## src/rtl/filter_sync_pkg.sv

```systemverilog
// Shared defaults and helpers for the filtered bus synchronizer.
package filter_sync_pkg;

    localparam int DEFAULT_WIDTH         = 4;
    localparam int DEFAULT_SYNC_STAGES   = 2;
    localparam int DEFAULT_STABLE_CYCLES = 2;

    // Width needed to hold a count from 0 up to stable_cycles inclusive.
    function automatic int cnt_width(input int stable_cycles);
        return $clog2(stable_cycles + 1);
    endfunction

endpackage

```

## src/rtl/filter_sync_sync_chain.sv

```systemverilog
// Per-bit multi-flop synchronizer chain; plain flop-to-flop, no logic between stages.
module sync_chain #(
    parameter int WIDTH       = 4,
    parameter int SYNC_STAGES = 2
) (
    input  logic             clk,
    input  logic             rst,
    input  logic [WIDTH-1:0] d,
    output logic [WIDTH-1:0] q
);

    logic [WIDTH-1:0] stage_q [SYNC_STAGES];

    // Shift the asynchronous bus through SYNC_STAGES flops per bit.
    always_ff @(posedge clk) begin
        if (rst) begin
            for (int i = 0; i < SYNC_STAGES; i++) begin
                stage_q[i] <= '0;
            end
        end else begin
            stage_q[0] <= d;
            for (int i = 1; i < SYNC_STAGES; i++) begin
                stage_q[i] <= stage_q[i-1];
            end
        end
    end

    assign q = stage_q[SYNC_STAGES-1];

endmodule

```

## src/rtl/filter_sync.sv

```systemverilog
// Synchronizes an asynchronous bus and forwards a value only after it has
// been seen unchanged for STABLE_CYCLES consecutive synchronized samples.
module filter_sync
    import filter_sync_pkg::*;
#(
    parameter int WIDTH         = DEFAULT_WIDTH,
    parameter int SYNC_STAGES   = DEFAULT_SYNC_STAGES,
    parameter int STABLE_CYCLES = DEFAULT_STABLE_CYCLES
) (
    input  logic             clk,
    input  logic             rst,
    input  logic [WIDTH-1:0] bus_in,
    output logic [WIDTH-1:0] synchronized_bus,
    output logic             bus_updated
);

    localparam int              CNT_W   = cnt_width(STABLE_CYCLES);
    localparam logic [CNT_W-1:0] CNT_MAX = CNT_W'(STABLE_CYCLES);

    logic [WIDTH-1:0] s;
    logic [WIDTH-1:0] cand_q, cand_d;
    logic [CNT_W-1:0] cnt_q, cnt_d;
    logic [WIDTH-1:0] out_q, out_d;
    logic             upd_q, upd_d;

    sync_chain #(
        .WIDTH       (WIDTH),
        .SYNC_STAGES (SYNC_STAGES)
    ) u_sync_chain (
        .clk (clk),
        .rst (rst),
        .d   (bus_in),
        .q   (s)
    );

    // Track the current candidate value and how long it has been stable (saturating).
    always_comb begin
        cand_d = cand_q;
        cnt_d  = cnt_q;
        if (s != cand_q) begin
            cand_d = s;
            cnt_d  = CNT_W'(1);
        end else if (cnt_q < CNT_MAX) begin
            cnt_d = cnt_q + CNT_W'(1);
        end
    end

    // Publish a fully stable candidate once, only when it differs from what is already shown.
    always_comb begin
        out_d = out_q;
        upd_d = 1'b0;
        if ((cnt_q == CNT_MAX) && (cand_q != out_q)) begin
            out_d = cand_q;
            upd_d = 1'b1;
        end
    end

    // State registers, all cleared by the synchronous reset.
    always_ff @(posedge clk) begin
        if (rst) begin
            cand_q <= '0;
            cnt_q  <= '0;
            out_q  <= '0;
            upd_q  <= 1'b0;
        end else begin
            cand_q <= cand_d;
            cnt_q  <= cnt_d;
            out_q  <= out_d;
            upd_q  <= upd_d;
        end
    end

    assign synchronized_bus = out_q;
    assign bus_updated      = upd_q;

endmodule

```

## config.mk

```make
export PLATFORM = sky130hd
export DESIGN_NAME = filter_sync
export DESIGN_NICKNAME = d
export VERILOG_FILES = /design/src/rtl/filter_sync_pkg.sv /design/src/rtl/filter_sync_sync_chain.sv /design/src/rtl/filter_sync.sv
export SDC_FILE = /design/constraint.sdc
export NUM_CORES = 1
export LEC_CHECK = 0
export CORE_MARGIN = 2
export CORE_UTILIZATION = 49
export DETAILED_ROUTE_END_ITERATION = 7
export GPL_TIMING_DRIVEN = 0
export PLACE_DENSITY_LB_ADDON = 0.25
export SYNTH_ARGS = -nofsm -noshare
export SYNTH_HDL_FRONTEND = slang
export SYNTH_HIERARCHICAL = 1
export SYNTH_SLANG_ARGS = --single-unit
```

## constraint.sdc

```tcl
create_clock -name clk -period 1.3 [get_ports clk]
set_input_delay 0.195 -clock clk [delete_from_list [all_inputs] [get_ports clk]]
set_output_delay 0.195 -clock clk [all_outputs]
set_load 0.02 [all_outputs]
```

==> flow_summary.ini <==
[sta]
slew_headroom = 0.787
skew_ps = 2.43
finalHoldViolCount = 0
whs_ps = 444
drv_slew = 0
setup-tns-final_ps = 0
period_needed_ps = 1200
fmax_mhz = 830
min_period_over_period = 0.926
setup_viol = 0
rsz0062_at_grt = false
worstMarginPinSlew_ps = 318

[routing]
drcViolationCount = 0
vias_per_cell = 4.59
drt_pass1_iterations = 1
drt-initial-drc-count = 0
post_drt_wl_per_cell_um = 9.74
drt.antenna.violating_nets = 0
drt_wl_total_um = 886
vias = 418

[global_routing]
met1_usage = 0.136
grt_pass1_wl_um = 1580
grt.met2_usage = 0.200
grt_overflow = 0
grt.busiest_layer = met2
grt_usage = 0.122
grt_max_degree = 12
antenna_found_initial = 0
grt_use_met3 = 0.0391
grt_pass1_vias = 375

[hold_path]
worstHoldStart = bus_in[3]
min_to = u_sync_chain/stage_q[0][3]$_SDFF_PP0_
hold_path.class = in -> reg
hold_depth = 2

[yosys]
postSynthAreaPerCell_um2 = 11.1
syn_area_um2 = 686
yosys_warnings = 6
ys_ff_latch = 19
syn-num-nets = 69
synthDistinctLibCells = 16
synthesis.instances = 62
yosysSeqAreaShare = 0.555

[critical_path]
regToRegSetupSlack_ps = 240
timing.rr.start = cnt_q[1]$_SDFFE_PP0N_
crit_type = reg -> out
cp-start-kind = flop
worstPathMaxFanout = 3
cp_num_buf_inv = 1
crit_path_max_incr_delay_ps = 370
arrival_ps = 1010
reg2reg_depth = 4
critPathRequiredTime_ps = 1110
worstSetupEndpointType = output port
crit_path_top_delay_cell = dfxtp_1
critPathTopFamily = flip-flops
r2r-end = synchronized_bus[1]$_SDFFE_PP0P_
crit_chain = dlygate4sd2_1

[final_layout]
drive_gt1_frac = 0.132
layout_commonest_cell = dfxtp_1
syn_to_final_growth_pct = 20.6
num-nets-final = 84
mostFrequentLayoutCells = 19 x dfxtp_1, 13 x nor2b_1, 5 x xnor2_1, 5 x clkdlybuf4s50_1, 5 x dlygate4sd2_1
stdcell_count = 91
n_antenna_cell = 0
n_fill_cell = 131
area.sequential_um2 = 380
multi_input_area_um2 = 263

[clock_network]
ctsHtreeMaxLevel = 1
clock_path_buffers = 2
path_clk_slew_ps = 110
cts_buffers = 3
cts.sinks = 19
clock_latency_ps = 290
cts_hold_buf = 0
cts_tree = built
root_buffer = clkbuf_4

[power]
p_leak_uw = 0.000375
vdd_drop_max_v = 0.000912
power_uw = 1010
power_density_nw_per_um2 = 1220

[floorplan]
ioPinCount = 11
rows = 13
initial_utilization = 0.527
die_area_um2 = 1710
die_h_um = 41.4
core-area_um2 = 1300
die_x_um = 41.4

[placement]
dp_cells = 87
port_buffers = 10
place.gp.congestion = 0.679

[outcome]
status = finished, final reports clean

[run]
cap_violations = 0
## sequential cells by signal, indices dropped and copies added, names as in the netlist
name,cells
cnt_q,2
synchronized_bus,4
u_sync_chain/stage_q,8
bus_updated,1
cand_q,4
## kinds of logic (layout without fill, tap and decap cells)
family,Yosys count,in the layout,share of synthesized area
AO/OA/AOI/OAI,1,1,0.0146
XOR/XNOR,9,9,0.115
adder cells (fa/ha/maj),1,1,0.0182
buffers and inverters,7,21,0.0620
flip-flops,19,19,0.555
multiplexers,4,4,0.0584
AND/OR/NAND/NOR,21,21,0.177
## synthesized netlist by cell type
| master | count | area (um^2) |
|---|---|---|
| dfxtp_1 | 19 | 380 |
| nor2b_1 | 13 | 81.3 |
| xnor2_1 | 5 | 43.8 |
| buf_4 | 4 | 30.0 |
| mux2i_1 | 4 | 40.0 |
| nor2_1 | 4 | 15.0 |
| xor2_1 | 4 | 35.0 |
| buf_2 | 1 | 5.00 |
| clkbuf_1 | 1 | 3.75 |
| ha_1 | 1 | 12.5 |
| inv_1 | 1 | 3.75 |
| nand4_1 | 1 | 6.26 |
| nor3_1 | 1 | 5.00 |
| nor3b_1 | 1 | 7.51 |
| nor4_1 | 1 | 6.26 |
| o21ba_1 | 1 | 10.0 |
## layer usage
layer | part of all wire | vias to the layer above
met1 | 0.47 | 182
met3 | 0.058 | 4
li1 | - | 220
met4 | 0.021 | 0
met5 | 0 | -
met2 | 0.45 | 12
## stage by stage
stage                     setup slack, ps  area [um^2]  utilization
after floorplan                       298          686            -
after global placement               -272          805        0.618
after detailed placement             -259          805        0.618
after CTS                            37.1          826        0.635
after global routing                 29.7          827        0.636
final                                95.8          827        0.636
## worst max path at each step
stage	startpoint	end	cells past startpoint
4_1_cts	rst	cnt_q[0]$_SDFFE_PP0P_	3
6_report	synchronized_bus[0]$_SDFFE_PP0P_	synchronized_bus[0]	1
3_5_place_dp	rst	cnt_q[0]$_SDFFE_PP0P_	3
5_1_grt	synchronized_bus[0]$_SDFFE_PP0P_	synchronized_bus[0]	1
3_3_place_gp	rst	cnt_q[0]$_SDFFE_PP0P_	3
2_1_floorplan	synchronized_bus[3]$_SDFFE_PP0P_	bus_updated$_SDFF_PP0_	3
## layout make-up
cell class,count,share of cell area
Tap cell,15,0.0227
Multi-Input combinational cell,36,0.318
Sequential cell,19,0.460
Timing Repair Buffer,10,0.113
Clock buffer,3,0.0272
Inverter,1,0.00454
Clock inverter,1,0.00605
Buffer,6,0.0484
## timing repair
| item | CTS | global route |
|---|---|---|
| setup buffers | 0 | 0 |
| setup endpoints to repair | 5 | 1 |
| gates resized for setup | 5 | 2 |
| pin swaps | 0 | 0 |
## report_power, final
part	total, uW	internal [uW]	switching [uW]
clock	293	114	179
combinational	98.2	59.2	39.0
sequential	619	606	13.5
total	1010	780	231
No activity file was read; power rests on OpenSTA's default activity.
